--- config.mk ---
export PLATFORM = sky130hd
export DESIGN_NAME = eth_link_sequencer
export DESIGN_NICKNAME = d
export VERILOG_FILES = /design/src/rtl/eth_link_sequencer.sv
export SDC_FILE = /design/constraint.sdc
export NUM_CORES = 1
export LEC_CHECK = 0
export CAP_MARGIN = 25
export CORE_ASPECT_RATIO = 0.9
export CORE_MARGIN = 5
export CORE_UTILIZATION = 65
export DETAILED_ROUTE_END_ITERATION = 12
export DONT_BUFFER_PORTS = 1
export GPL_ROUTABILITY_DRIVEN = 0
export PLACE_DENSITY = 0.85
export SLEW_MARGIN = 10
export SYNTH_ARGS = -nofsm -noshare
export SYNTH_HDL_FRONTEND = slang
export SYNTH_SLANG_ARGS = --single-unit
--- constraint.sdc ---
create_clock -name clk -period 9.8 [get_ports clk]
set_input_delay 0.49 -clock clk [delete_from_list [all_inputs] [get_ports clk]]
set_output_delay 0.49 -clock clk [all_outputs]
set_load 0.01 [all_outputs]
--- src/rtl/eth_link_sequencer.sv ---
// Dual-port Ethernet bring-up sequencer: per-port reset/align FSMs sharing one
// reset token. Ports: clk, resetn, enable, eth_up[1:0], restart[1:0] in;
// core_reset, link_ok, give_up [1:0] and retries[15:0] out.
module eth_link_sequencer #(
  parameter int unsigned RESET_CYCLES  = 100,
  parameter int unsigned DEBOUNCE      = 1000,
  parameter int unsigned ALIGN_TIMEOUT = 1000000,
  parameter int unsigned MAX_RETRIES   = 15
) (
  input  logic        clk,
  input  logic        resetn,
  input  logic        enable,
  input  logic [1:0]  eth_up,
  input  logic [1:0]  restart,
  output logic [1:0]  core_reset,
  output logic [1:0]  link_ok,
  output logic [1:0]  give_up,
  output logic [15:0] retries
);

  localparam int unsigned TMAX =
    (ALIGN_TIMEOUT > RESET_CYCLES) ? ALIGN_TIMEOUT : RESET_CYCLES;
  localparam int TW = $clog2(TMAX) + 1;
  localparam int DW = $clog2(DEBOUNCE) + 1;

  localparam logic [TW-1:0] T_MX  = TW'(TMAX);
  localparam logic [TW-1:0] T_RST = TW'(RESET_CYCLES);
  localparam logic [TW-1:0] T_ALN = TW'(ALIGN_TIMEOUT);
  localparam logic [DW-1:0] D_TGT = DW'(DEBOUNCE);
  localparam logic [7:0]    R_MAX = 8'(MAX_RETRIES);

  typedef enum logic [2:0] {
    S_IDLE,
    S_REQ,
    S_RESET,
    S_ALIGN,
    S_UP,
    S_FAIL
  } state_t;

  state_t [1:0]        st_q;
  state_t [1:0]        st_d;
  logic [1:0][TW-1:0]  tmr_q;
  logic [1:0][TW-1:0]  tmr_d;
  logic [1:0][DW-1:0]  deb_q;
  logic [1:0][DW-1:0]  deb_d;
  logic [1:0][7:0]     rty_q;
  logic [1:0][7:0]     rty_d;
  logic                prio_q;
  logic                prio_d;
  logic [1:0]          req;
  logic [1:0]          gnt;
  logic                busy;
  logic [1:0]          core_reset_d;
  logic [1:0]          link_ok_d;
  logic [1:0]          give_up_d;

  function automatic logic [TW-1:0] tinc(input logic [TW-1:0] v);
    return (v >= T_MX) ? v : v + TW'(1);
  endfunction

  function automatic logic [DW-1:0] dinc(input logic [DW-1:0] v);
    return (v >= D_TGT) ? v : v + DW'(1);
  endfunction

  assign req  = {st_q[1] == S_REQ, st_q[0] == S_REQ};
  assign busy = (st_q[0] == S_RESET) || (st_q[1] == S_RESET);

  // Token is implicit: whoever sits in RESET holds it.
  // Priority only rotates on contention.
  always_comb begin
    gnt    = 2'b00;
    prio_d = prio_q;
    if (enable && !busy) begin
      unique case (1'b1)
        (req == 2'b11): begin
          gnt    = prio_q ? 2'b10 : 2'b01;
          prio_d = ~prio_q;
        end
        (req == 2'b01): gnt = 2'b01;
        (req == 2'b10): gnt = 2'b10;
        default: ;
      endcase
    end
  end

  always_comb begin
    for (int p = 0; p < 2; p++) begin
      st_d[p]  = st_q[p];
      tmr_d[p] = tmr_q[p];
      deb_d[p] = deb_q[p];
      rty_d[p] = rty_q[p];
      unique case (st_q[p])
        S_IDLE: st_d[p] = S_REQ;
        S_REQ: begin
          if (gnt[p]) st_d[p] = S_RESET;
        end
        S_RESET: begin
          tmr_d[p] = tinc(tmr_q[p]);
          if (tmr_d[p] >= T_RST) st_d[p] = S_ALIGN;
        end
        S_ALIGN: begin
          tmr_d[p] = tinc(tmr_q[p]);
          deb_d[p] = eth_up[p] ? dinc(deb_q[p]) : '0;
          if (deb_d[p] >= D_TGT) begin
            st_d[p]  = S_UP;
            rty_d[p] = '0;
          end else if (tmr_d[p] >= T_ALN) begin
            rty_d[p] = (rty_q[p] == 8'hff) ?
                       rty_q[p] : rty_q[p] + 8'd1;
            st_d[p]  = (rty_d[p] >= R_MAX) ? S_FAIL : S_REQ;
          end
        end
        S_UP: begin
          deb_d[p] = eth_up[p] ? '0 : dinc(deb_q[p]);
          if (deb_d[p] >= D_TGT) st_d[p] = S_REQ;
        end
        S_FAIL: begin
          if (restart[p]) begin
            st_d[p]  = S_REQ;
            rty_d[p] = '0;
          end
        end
        default: st_d[p] = S_IDLE;
      endcase
      if (!enable) begin
        st_d[p]  = S_IDLE;
        rty_d[p] = '0;
      end
      // Counters restart on every state change.
      if (st_d[p] != st_q[p]) begin
        tmr_d[p] = '0;
        deb_d[p] = '0;
      end
      core_reset_d[p] = (st_d[p] != S_ALIGN) &&
                        (st_d[p] != S_UP);
      link_ok_d[p]    = (st_d[p] == S_UP);
      give_up_d[p]    = (st_d[p] == S_FAIL);
    end
  end

  always_ff @(posedge clk or negedge resetn) begin
    if (!resetn) begin
      st_q       <= {S_IDLE, S_IDLE};
      tmr_q      <= '0;
      deb_q      <= '0;
      rty_q      <= '0;
      prio_q     <= 1'b0;
      core_reset <= 2'b11;
      link_ok    <= 2'b00;
      give_up    <= 2'b00;
    end else begin
      st_q       <= st_d;
      tmr_q      <= tmr_d;
      deb_q      <= deb_d;
      rty_q      <= rty_d;
      prio_q     <= prio_d;
      core_reset <= core_reset_d;
      link_ok    <= link_ok_d;
      give_up    <= give_up_d;
    end
  end

  assign retries = {rty_q[1], rty_q[0]};

endmodule
After elaboration in Yosys (flattened, before gate mapping)
Cells that the tools add are included.
{"block": "classes", "n_reduce_logical": 16, "n_addsub": 6, "bitwise": 1, "magnitude_cmp": 14, "muxes": 49, "eq_ne": 31}
{"op": "$mux 21", "n": 6}
{"op": "$mux 11", "n": 8}
{"op": "$ge 21x20->1 const B", "n": 4}
{"op": "$mux 8", "n": 10}
{"op": "$ge 11x10->1 const B", "n": 6}
{"op": "$mux 3", "n": 16}
{"op": "$pmux 11 s2", "n": 2}
{"op": "$add 21x1->21 const B", "n": 2}
{"op": "$ge 21x7->1 const B", "n": 2}
{"op": "$pmux 3 s6", "n": 2}
{"op": "$pmux 8 s2", "n": 2}
{"op": "$eq 3x3->1 const B", "n": 8}
{"op": "$add 11x1->11 const B", "n": 2}
{"op": "$add 8x1->8 const B", "n": 2}
{"op": "$eq 8x8->1 const B", "n": 2}
{"op": "$ge 8x4->1 const B", "n": 2}
{"op": "$eq 3x2->1 const B", "n": 4}
{"op": "$ne 3x3->1 const B", "n": 4}
{"op": "$ne 4x4->1 const B", "n": 2}
{"op": "$eq 3x1->1 const B", "n": 2}
{"op": "$logic_not 3->1", "n": 2}
{"op": "$ne 3x1->1 const B", "n": 2}
{"op": "$ne 3x2->1 const B", "n": 2}
{"op": "$ne 3x3->1", "n": 2}
{"op": "13 further kinds", "n": 21}
{"block": "word_totals", "out_inout_bits": 22, "register_bits": 93, "in_bits": 7, "wordCells": 129}

Longest topological paths before layout
Gate-level depths: netlist of the first run.
{"block": "logic_depth", "word_depth": 10, "ltp_mapped": 12, "depth_no_buf": 10}

Least setup slack after synthesis of the first run
No wires, ideal clock.
{"block": "synth_path", "kind": "register -> register", "start": "register tmr_q[15] in the netlist's numbering", "end": "register rty_q, in the netlist retries[3]", "setup_ns": 0.125, "synth_period_minus_slack_ns": 3.310, "slack_ns": 6.490, "required_time_ns": 9.675, "n_path_buf": 2, "arrival_time_ns": 3.186, "stages_incl_launch_ff": 12, "cell_sequence": "dfrtp_1 buf_6 or4_4 o311a_4 or4_1 a311oi_2 o21ai_1 a311o_2 or3b_1 buf_2 nor2_1 mux2_2"}
{"block": "synth_via", "elab_chain_len": 5, "elab_cells_between_ends": 6, "cone_classes": "add/sub (1); order compare (2); eq/ne (1); mux (1); reduce/logical (1)"}
{"element": "from (decl)", "line_no": "43", "source": "logic [1:0][TW-1:0] tmr_q;"}
{"element": "from (signal assigned)", "line_no": "154", "source": "tmr_q <= tmr_d;"}
{"element": "$add 21x1->21 or $ge 21x20->1 (tied branches)", "line_no": "59", "source": "return (v >= T_MX) ? v : v + TW'(1);"}
{"element": "$mux 21 *", "line_no": "59"}
{"element": "$ge 21x20->1 *", "line_no": "108", "source": "end else if (tmr_d[p] >= T_ALN) begin"}
{"element": "$ne 4x4->1 (no source line) *"}
{"element": "$reduce_and 3->1 (no source line) *"}
{"element": "to (signal assigned)", "line_no": "156", "source": "rty_q <= rty_d;"}
{"element": "to (decl)", "line_no": "47", "source": "logic [1:0][7:0] rty_q;"}
Mark *: on every way between the ends. The rest lies on a longest branch, timed or not.
A chain may end at the register's enable or synchronous reset.

Final worst setup path of the first run
{"block": "layout_path", "start": "register tmr_q[15] in the netlist's numbering", "end": "register deb_q[2] in the netlist's numbering"}
{"block": "layout_via", "elab_chain_len": 9, "elab_cells_between_ends": 13, "cone_classes": "add/sub (1); order compare (3); eq/ne (1); mux (7); reduce/logical (1)"}
{"element": "$add 21x1->21 or $ge 21x20->1 (tied branches)", "line_no": "59"}
{"element": "$mux 21 *", "line_no": "59"}
{"element": "$ge 21x20->1", "line_no": "108"}
{"element": "$mux 3", "line_no": "108"}
{"element": "$mux 3", "line_no": "105", "source": "if (deb_d[p] >= D_TGT) begin"}
{"element": "$pmux 3 s6 *", "line_no": "93", "source": "unique case (st_q[p])"}
{"element": "$mux 3 *", "line_no": "126", "source": "if (!enable) begin"}
{"element": "$ne 3x3->1 *", "line_no": "131", "source": "if (st_d[p] != st_q[p]) begin"}
{"element": "$reduce_bool 3->1 (no source line) or $mux 11 (tied branches)"}
{"element": "to (signal assigned)", "line_no": "146", "source": "deb_q <= '0;"}
{"element": "to (signal assigned)", "line_no": "155", "source": "deb_q <= deb_d;"}
{"element": "to (decl)", "line_no": "45", "source": "logic [1:0][DW-1:0] deb_q;"}
Marks and branches as above.

==> results of run 1 <==
[where the power goes]
group	internal [mW]	switching, mW
registers	0.393	0.0149
clock network	0.199	0.162
logic	0.0371	0.0833
total	0.628	0.261
[final cells by class]
cell class / count / share of cell area [%]
repair buffers: 4 / 0.957
clock buffers: 9 / 3.08
flip-flops and latches: 93 / 31.8
well taps: 133 / 2.27
inverters: 38 / 1.95
multi-input cells: 700 / 58.9
clock inverters: 7 / 1.01
[cell usage after synthesis (all sizes together) (4+ instances only)]
cell	instances
nor2	108
dfrtp	91
nand2	83
nor3	52
a21oi	46
clkbuf	44
inv	38
nand3	37
o21ai	33
nand4	30
xnor2	28
xor2	25
nor4	17
and2	13
and3	13
a31oi	12
o211ai	12
a211oi	11
buf	11
nor2b	11
ha	10
or2	9
nand2b	8
nor3b	8
o22ai	8
o31ai	8
or4	8
o31a	7
mux2i	6
o21a	6
a21o	5
a32oi	5
o2111ai	5
a221oi	4
a311oi	4
and4b	4
mux2	4
o2111a	4
o22a	4
o311ai	4
[registers in the layout (all words and copies together), names as in the netlist]
register    flops
give_up         2
core_reset      2
tmr_q          42
retries        16
prio_q          1
deb_q          22
link_ok         2
st_q            6
[logic make-up after synthesis]
kind of cell,count (synthesis)
XOR/XNOR,53
adder cells (fa/ha/maj),10
AO/OA/AOI/OAI,210
flip-flops,93
AND/OR/NAND/NOR,417
buffers and inverters,93
multiplexers,10
[metal layers]
layer / up-vias / global-route usage (%)
met2: 353 / 45.7
met1: 3173 / 34.3
met3: 54 / 6.43
li1: 3174 / -
met5: - / 0
met4: 0 / 10.5
[layout by cell type (no fill, tap or decap), types with 4 or more instances in the layout]
| cell | instances |
|---|---|
| sky130_fd_sc_hd__dfrtp_1 | 91 |
| sky130_fd_sc_hd__a31oi_1 | 12 |
| sky130_fd_sc_hd__a221oi_1 | 4 |
| sky130_fd_sc_hd__o22a_1 | 4 |
| sky130_fd_sc_hd__nor4_1 | 16 |
| sky130_fd_sc_hd__o31a_1 | 7 |
| sky130_fd_sc_hd__a21oi_1 | 46 |
| sky130_fd_sc_hd__mux2_2 | 4 |
| sky130_fd_sc_hd__nand2_1 | 83 |
| sky130_fd_sc_hd__xor2_1 | 25 |
| sky130_fd_sc_hd__nor2_1 | 108 |
| sky130_fd_sc_hd__o31ai_1 | 8 |
| sky130_fd_sc_hd__a32oi_1 | 4 |
| sky130_fd_sc_hd__o22ai_1 | 7 |
| sky130_fd_sc_hd__nor2b_1 | 11 |
| sky130_fd_sc_hd__a211oi_1 | 11 |
| sky130_fd_sc_hd__nand4_1 | 30 |
| sky130_fd_sc_hd__inv_1 | 38 |
| sky130_fd_sc_hd__a21o_1 | 5 |
| sky130_fd_sc_hd__mux2i_1 | 6 |
| sky130_fd_sc_hd__nand3_1 | 37 |
| sky130_fd_sc_hd__and2_1 | 13 |
| sky130_fd_sc_hd__nor3_1 | 52 |
| sky130_fd_sc_hd__or4_1 | 7 |
| sky130_fd_sc_hd__nor3b_1 | 8 |
| sky130_fd_sc_hd__nand2b_1 | 8 |
| sky130_fd_sc_hd__o21a_1 | 6 |
| sky130_fd_sc_hd__ha_1 | 10 |
| sky130_fd_sc_hd__and4b_1 | 4 |
| sky130_fd_sc_hd__o2111a_1 | 4 |
| sky130_fd_sc_hd__or2_2 | 9 |
| sky130_fd_sc_hd__o211ai_1 | 11 |
| sky130_fd_sc_hd__xnor2_1 | 28 |
| sky130_fd_sc_hd__o2111ai_1 | 5 |
| sky130_fd_sc_hd__and3_1 | 13 |
| sky130_fd_sc_hd__o311ai_0 | 4 |
| sky130_fd_sc_hd__clkbuf_16 | 9 |
| sky130_fd_sc_hd__o21ai_0 | 29 |
[per-stage QoR]
step           instance area, um^2  utilization, %  power [mW]
2_1_floorplan                 7010               -       0.494
3_5_place_dp                  6970            65.3       0.517
3_3_place_gp                  6970            65.3       0.513
5_1_grt                       7320            68.6       0.922
4_1_cts                       7290            68.3       0.884
6_report                      7320            68.6       0.889
[how the worst max path moves through the flow]
stage	start	endpoint	slack, ns	cells past startpoint
2_1_floorplan	tmr_q[15]	retries[3]	6.49	11
4_1_cts	tmr_q[15]	deb_q[1]	5.79	10
3_3_place_gp	tmr_q[15]	deb_q[10]	5.95	10
5_1_grt	tmr_q[15]	deb_q[0]	5.60	10
3_5_place_dp	tmr_q[15]	deb_q[1]	5.82	10
6_report	tmr_q[15]	deb_q[2]	5.71	10
==> flow_summary.toml, run 1 <==
[clock_network]
clk_latency_ns = 0.36
cts.root.buffer_cell = "sky130_fd_sc_hd__clkbuf_16"
tritoncts = "done"
ctsLongestPathBuffers = 2
clk_pin_slew_worst_paths_ns = 0.07
max_h_tree_level = 3
cts_inserted_buffers = 9
numClockSinks = 93
holdBufCountCts = 1
post_cts_buffers = 0
cts-resized-gates = 0

[yosys]
synth_top_area_share_pct = 32.5
post_synth_arst_share_pct = 100
yosysUniqueCellTypes = 78
yosysWarnings = 0
yosys.area.top_type = "sky130_fd_sc_hd__dfrtp_1"
synth_xor_area_share_pct = 6.62
synthesis.area_mm2 = 0.00701
total_of_flip_flops_plus_latches_after_synthesis = 93
synth-seq-area-share_pct = 33.2
syn_area_per_cell_um2 = 7.91
synth_fp_nets = 903
yosys-mux-area-fraction_pct = 1.50
synth-compound-area-share_pct = 21.6
synth-main-ff-cell = "sky130_fd_sc_hd__dfrtp_1"
yosys.area_share.simple_pct = 29.9
synth_top_family_by_area = "simple AND/OR/NAND/NOR gates"
synthAdderAreaFrac_pct = 1.78
synth_edf_count = 0
yosys-top-cells-area = "sky130_fd_sc_hd__dfrtp_1 (32%), sky130_fd_sc_hd__nor2_1 (5.8%), sky130_fd_sc_hd__nand2_1 (4.4%), sky130_fd_sc_hd__nor3_1 (3.7%), sky130_fd_sc_hd__xnor2_1 (3.5%)"
synth_cells = 886

[cells_and_area]
drive_above_1_share_pct = 5.64
design.final.nets = 863
final_cell_count_no_fill = 984
multi_input_area_mm2 = 0.00431
diodes = 0
fill_cells = 856
final-seq-area_mm2 = 0.00233
area.growth.synth_to_final_pct = 4.41

[drt]
drc_violations = 0
dr_total_vias = 6754
dr.max_layer_used = "met4"
wl_met1_um = 7060
detail_route.vias_per_cell = 6.86
detail_route.first_pass.iterations = 6
detail_route.iter0.violations = 651
wl_met2_um = 8380
post_drt_wl_per_cell_um = 17.8
route.final.wire_length_um = 17500
met3_length_um = 1540
number_of_antenna_violating_nets_in_the_routed_design = 0

[setup_path]
path_buf_inv = 1
r2r_cells = 10
r2r_end = "deb_q[2]"
cp_slowest_cell = "sky130_fd_sc_hd__o311ai_0"
worstPathCellList = "or4_4, o311ai_0, nand4_1, a311oi_2, o21ai_1, a311o_2, o22ai_2, o21ai_2, buf_4, nor4_1"
crit_path_start_kind = "flop"
timing.rr.start = "tmr_q[15]"
setup.worst_path.end_class = "flop"
timing.reg2reg.setup_slack_ns = 5.71
worstPathArrival_ns = 4.34
critical_path.top_delay_family = "compound AO/OA/AOI/OAI gates"
worst-path-max-fanout = 32
cp_data_required_time_ns = 10.05
critPathKind = "flop to flop"
max_stage_delay_ns = 0.86

[grt]
grt_first_pass_wirelength_um = 29200
grt_start_max_net_pins = 94
first_global_vias = 6183
gr-total-overflow = 0
grt_use_total_pct = 27.2
antenna_violations_before_repair = 0

[sta]
rsz_0062_raised_after_global_routing = "no"
final.hold.worst_slack_ns = 0.0112
final.setup.worst_slack_ns = 5.71
timing.max_slew.rel_slack_pct = 31.0
worst_slew_pin_slew_ns = 1.02
min_period_ns = 4.09
totalNegativeSetupSlack_ns = 0
final.period_utilization_pct = 41.7
clock.fmax_mhz = 244
report.final.slew_viol_count = 0
final.setup_skew_ns = 0.0126
finalSetupViolations = 0
hold_fails_final_rpt = 0

[status]
outcome = "completed"

[place]
pre_cts_worst_setup_slack_ns = 5.82
dp.final_hpwl_um = 11900
numPlacedInstances = 966
numPortBuffers = 0

[flow_run]
max_cap_violations = 0

[power_and_ir_drop]
power.static_leakage_nw = 2.72
power.ir.vdd_worst_uv = 116
cellPowerDensity_mw_per_mm2 = 121

[floorplanning]
number_of_placement_rows = 36
floorplan.core_area_mm2 = 0.0107
die_boundary_width_um = 119
initial_core_util_pct = 65.7
vertical_extent_of_the_die_um = 109
top_level_pins = 29
die_area_mm2 = 0.0130

[min_path]
timing.hold.worst.class = "input pin to asynchronous set/reset pin"
Power figures use the tool's default switching activity.
==> inputs of run 2 (changes only) <==
ABC_AREA = 1   (was unset)
clock period = 3.9 ns   (was 9.8 ns; I/O delays follow)
==> flow_summary.toml, run 2 <==
[setup_path]
r2r_end = "tmr_q[24]"
setup.worst_path.end_class = "flop"
worstPathCellList = "nand2_1, inv_1, nand2_1, nor2_1, nand2_2, nand2_2, nand2_1, o21ai_2, nor2_1, nor2_1, nand2_1, nand2_1, nand3_1, nand2_1, nand2_1, nand2_1, nand2_2, nor2_4, nand3_4, buf_12, nor2_4"
worst-path-max-fanout = 20
worstPathArrival_ns = 3.67
r2r_cells = 21
crit_path_start_kind = "flop"
critPathKind = "flop to flop"
path_buf_inv = 2
max_stage_delay_ns = 0.42
worst_path_most_repeated_cell = "sky130_fd_sc_hd__nand2_1"
timing.reg2reg.setup_slack_ns = 0.52
critical_path.top_delay_family = "simple AND/OR/NAND/NOR gates"
cp_data_required_time_ns = 4.19
timing.rr.start = "tmr_q[39]"
cp_slowest_cell = "sky130_fd_sc_hd__dfrtp_1"

[drt]
dr_total_vias = 7350
post_drt_wl_per_cell_um = 13.4
route.final.wire_length_um = 18000
number_of_antenna_violating_nets_in_the_routed_design = 0
detail_route.iter0.violations = 657
detail_route.first_pass.iterations = 6
detail_route.vias_per_cell = 5.44
drc_violations = 0

[yosys]
synth_top_area_share_pct = 29.7
synth-main-ff-cell = "sky130_fd_sc_hd__dfrtp_1"
post_synth_arst_share_pct = 100
synth_fp_nets = 1213
total_of_flip_flops_plus_latches_after_synthesis = 93
synth_cells = 1196
yosysUniqueCellTypes = 42
yosysWarnings = 0
most_common_cell_in_the_synthesized_netlist = "sky130_fd_sc_hd__nand2_1"
synthesis.area_mm2 = 0.00767
yosys-top-cells-area = "sky130_fd_sc_hd__dfrtp_1 (30%), sky130_fd_sc_hd__nand2_1 (17%), sky130_fd_sc_hd__nor2_1 (7.8%), sky130_fd_sc_hd__inv_1 (7.2%), sky130_fd_sc_hd__nand3_1 (6.2%)"
yosys.area.top_type = "sky130_fd_sc_hd__dfrtp_1"
synth_edf_count = 0
syn_area_per_cell_um2 = 6.42
synth-seq-area-share_pct = 30.4
synth_common_cells = "sky130_fd_sc_hd__nand2_1 (344), sky130_fd_sc_hd__nor2_1 (159), sky130_fd_sc_hd__inv_1 (147)"

[cells_and_area]
area.growth.synth_to_final_pct = 5.81
design.final.nets = 1206
highest_count_cells_in_the_layout_ignoring_fill_and_taps = "sky130_fd_sc_hd__nand2_1 (344), sky130_fd_sc_hd__nor2_1 (159), sky130_fd_sc_hd__inv_1 (147), sky130_fd_sc_hd__nand3_1 (95), sky130_fd_sc_hd__dfrtp_1 (91)"
diodes = 0
postLayoutCoreUtil_pct = 70.7
largest_register_ff_count = 42
largest_register = "tmr_q"
commonest_non_fill_non_tap_cell_in_the_layout = "sky130_fd_sc_hd__nand2_1"
drive_above_1_share_pct = 11.6

[place]
dp.final_hpwl_um = 12900
numPortBuffers = 0

[min_path]
holdPathEnd = "retries[2]"
timing.hold.worst.class = "input pin to flop"
min-delay-start = "enable"
min_delay_path_depth = 2

[floorplanning]
die_area_mm2 = 0.0141
number_of_placement_rows = 37
die_boundary_width_um = 125
floorplan.core_area_mm2 = 0.0115
top_level_pins = 29
initial_core_util_pct = 66.8
vertical_extent_of_the_die_um = 113

[power_and_ir_drop]
power.static_leakage_nw = 3.59
power.ir.vdd_worst_uv = 289
power.total_mw = 2.58
cellPowerDensity_mw_per_mm2 = 318

[sta]
timing.max_slew.rel_slack_pct = 43.8
rsz_0062_raised_after_global_routing = "no"
min_period_ns = 3.38
final.setup_skew_ns = 0.0105
worst_slew_pin_slew_ns = 0.836
hold_fails_final_rpt = 0
report.final.slew_viol_count = 0
clock.fmax_mhz = 296
final.period_utilization_pct = 86.7
totalNegativeSetupSlack_ns = 0
finalSetupViolations = 0

[grt]
grt_start_max_net_pins = 94
antenna_violations_before_repair = 1
first_global_vias = 6860
grt_first_pass_wirelength_um = 31500
gr-total-overflow = 0
grt_use_total_pct = 26.7

[clock_network]
cts_inserted_buffers = 9
clk_pin_slew_worst_paths_ns = 0.07
numClockSinks = 93
ctsLongestPathBuffers = 2
max_h_tree_level = 3
clk_latency_ns = 0.36
cts.root.buffer_cell = "sky130_fd_sc_hd__clkbuf_16"
tritoncts = "done"

[flow_run]
max_cap_violations = 0

[status]
outcome = "completed"
## run 2: cell count changes after synthesis, moves of 38 or more
cell / change
sky130_fd_sc_hd__nand3_1: +58
sky130_fd_sc_hd__nor2_2: +43
sky130_fd_sc_hd__inv_1: +109
sky130_fd_sc_hd__nand2_1: +261
sky130_fd_sc_hd__nor2_1: +51
sky130_fd_sc_hd__nor3_1: -38
## run 2: repair_timing
item                                   in CTS  in global routing
buffers inserted                            0                  0
hold buffers                                3                  0
endpoints found under the hold margin     100                  0
gates resized for setup                     0                  0
## run 2: layout make-up
type	instances	area, um^2
Timing Repair Buffer	9	105
Clock buffer	10	229
Tap cell	156	195
Multi-Input combinational cell	912	4550
Sequential cell	93	2330
Fill cell	1001	3360
Clock inverter	6	93.8
Inverter	164	616
## run 2: metal layers
| layer | track usage [%] | wire length, um | vias up |
|---|---|---|---|
| met5 | 0 | 0 | - |
| met4 | 8.69 | 369 | 0 |
| met3 | 6.65 | 1340 | 39 |
| met2 | 41.8 | 7850 | 271 |
| met1 | 36.7 | 8490 | 3292 |
| li1 | - | - | 3748 |
## run 2: metrics by stage
step                      cells  worst slack, ns  cell area (um^2)  hold slack (ns)
final                      1350            0.519              8120           0.0135
after global routing       1350            0.140              8120           0.0168
after CTS                  1350            0.546              8120          0.00198
after detailed placement   1331            0.611              7750          -0.0975
after global placement     1331            0.728              7750          -0.0967
after floorplan            1196             1.44              7670           -0.101
## run 2: kinds of logic after synthesis
group | Yosys count | share of synthesized area (%)
buffers and inverters | 191 | 10.3
muxes | 2 | 0.261
AOI/OAI and AO/OA | 123 | 8.90
and+or+nand+nor | 738 | 44.0
DFF | 93 | 30.4
xor gates and xnor gates | 39 | 4.45
adders and majority gates | 10 | 1.63
## run 2: worst max-delay path by stage
stage | startpoint | endpoint | slack (ns) | depth (start not counted)
floorplan | tmr_q[0] | tmr_q[20] | 1.44 | 21
global placement | tmr_q[33] | tmr_q[24] | 0.73 | 20
detailed placement | tmr_q[39] | tmr_q[34] | 0.61 | 21
CTS | tmr_q[39] | tmr_q[24] | 0.55 | 21
global route | tmr_q[28] | tmr_q[34] | 0.14 | 22
finish | tmr_q[39] | tmr_q[24] | 0.52 | 21
## run 2: worst register-to-register path, cell delays in order, from the launching register on
cell,delay (ns)
sky130_fd_sc_hd__dfrtp_1,0.42
sky130_fd_sc_hd__nand2_1,0.13
sky130_fd_sc_hd__inv_1,0.09
sky130_fd_sc_hd__nand2_1,0.05
sky130_fd_sc_hd__nor2_1,0.13
sky130_fd_sc_hd__nand2_2,0.10
sky130_fd_sc_hd__nand2_2,0.38
sky130_fd_sc_hd__nand2_1,0.14
sky130_fd_sc_hd__o21ai_2,0.13
sky130_fd_sc_hd__nor2_1,0.08
sky130_fd_sc_hd__nor2_1,0.13
sky130_fd_sc_hd__nand2_1,0.06
sky130_fd_sc_hd__nand2_1,0.12
sky130_fd_sc_hd__nand3_1,0.11
sky130_fd_sc_hd__nand2_1,0.08
sky130_fd_sc_hd__nand2_1,0.06
sky130_fd_sc_hd__nand2_1,0.08
sky130_fd_sc_hd__nand2_2,0.06
sky130_fd_sc_hd__nor2_4,0.13
sky130_fd_sc_hd__nand3_4,0.38
sky130_fd_sc_hd__buf_12,0.35
sky130_fd_sc_hd__nor2_4,0.09
## run 2: power breakdown
group,switching [mW],internal (mW),leakage [nW],total [mW]
clock network,0.399,0.569,0.154,0.968
registers,0.0568,1.01,1.28,1.06
logic,0.410,0.140,2.16,0.550
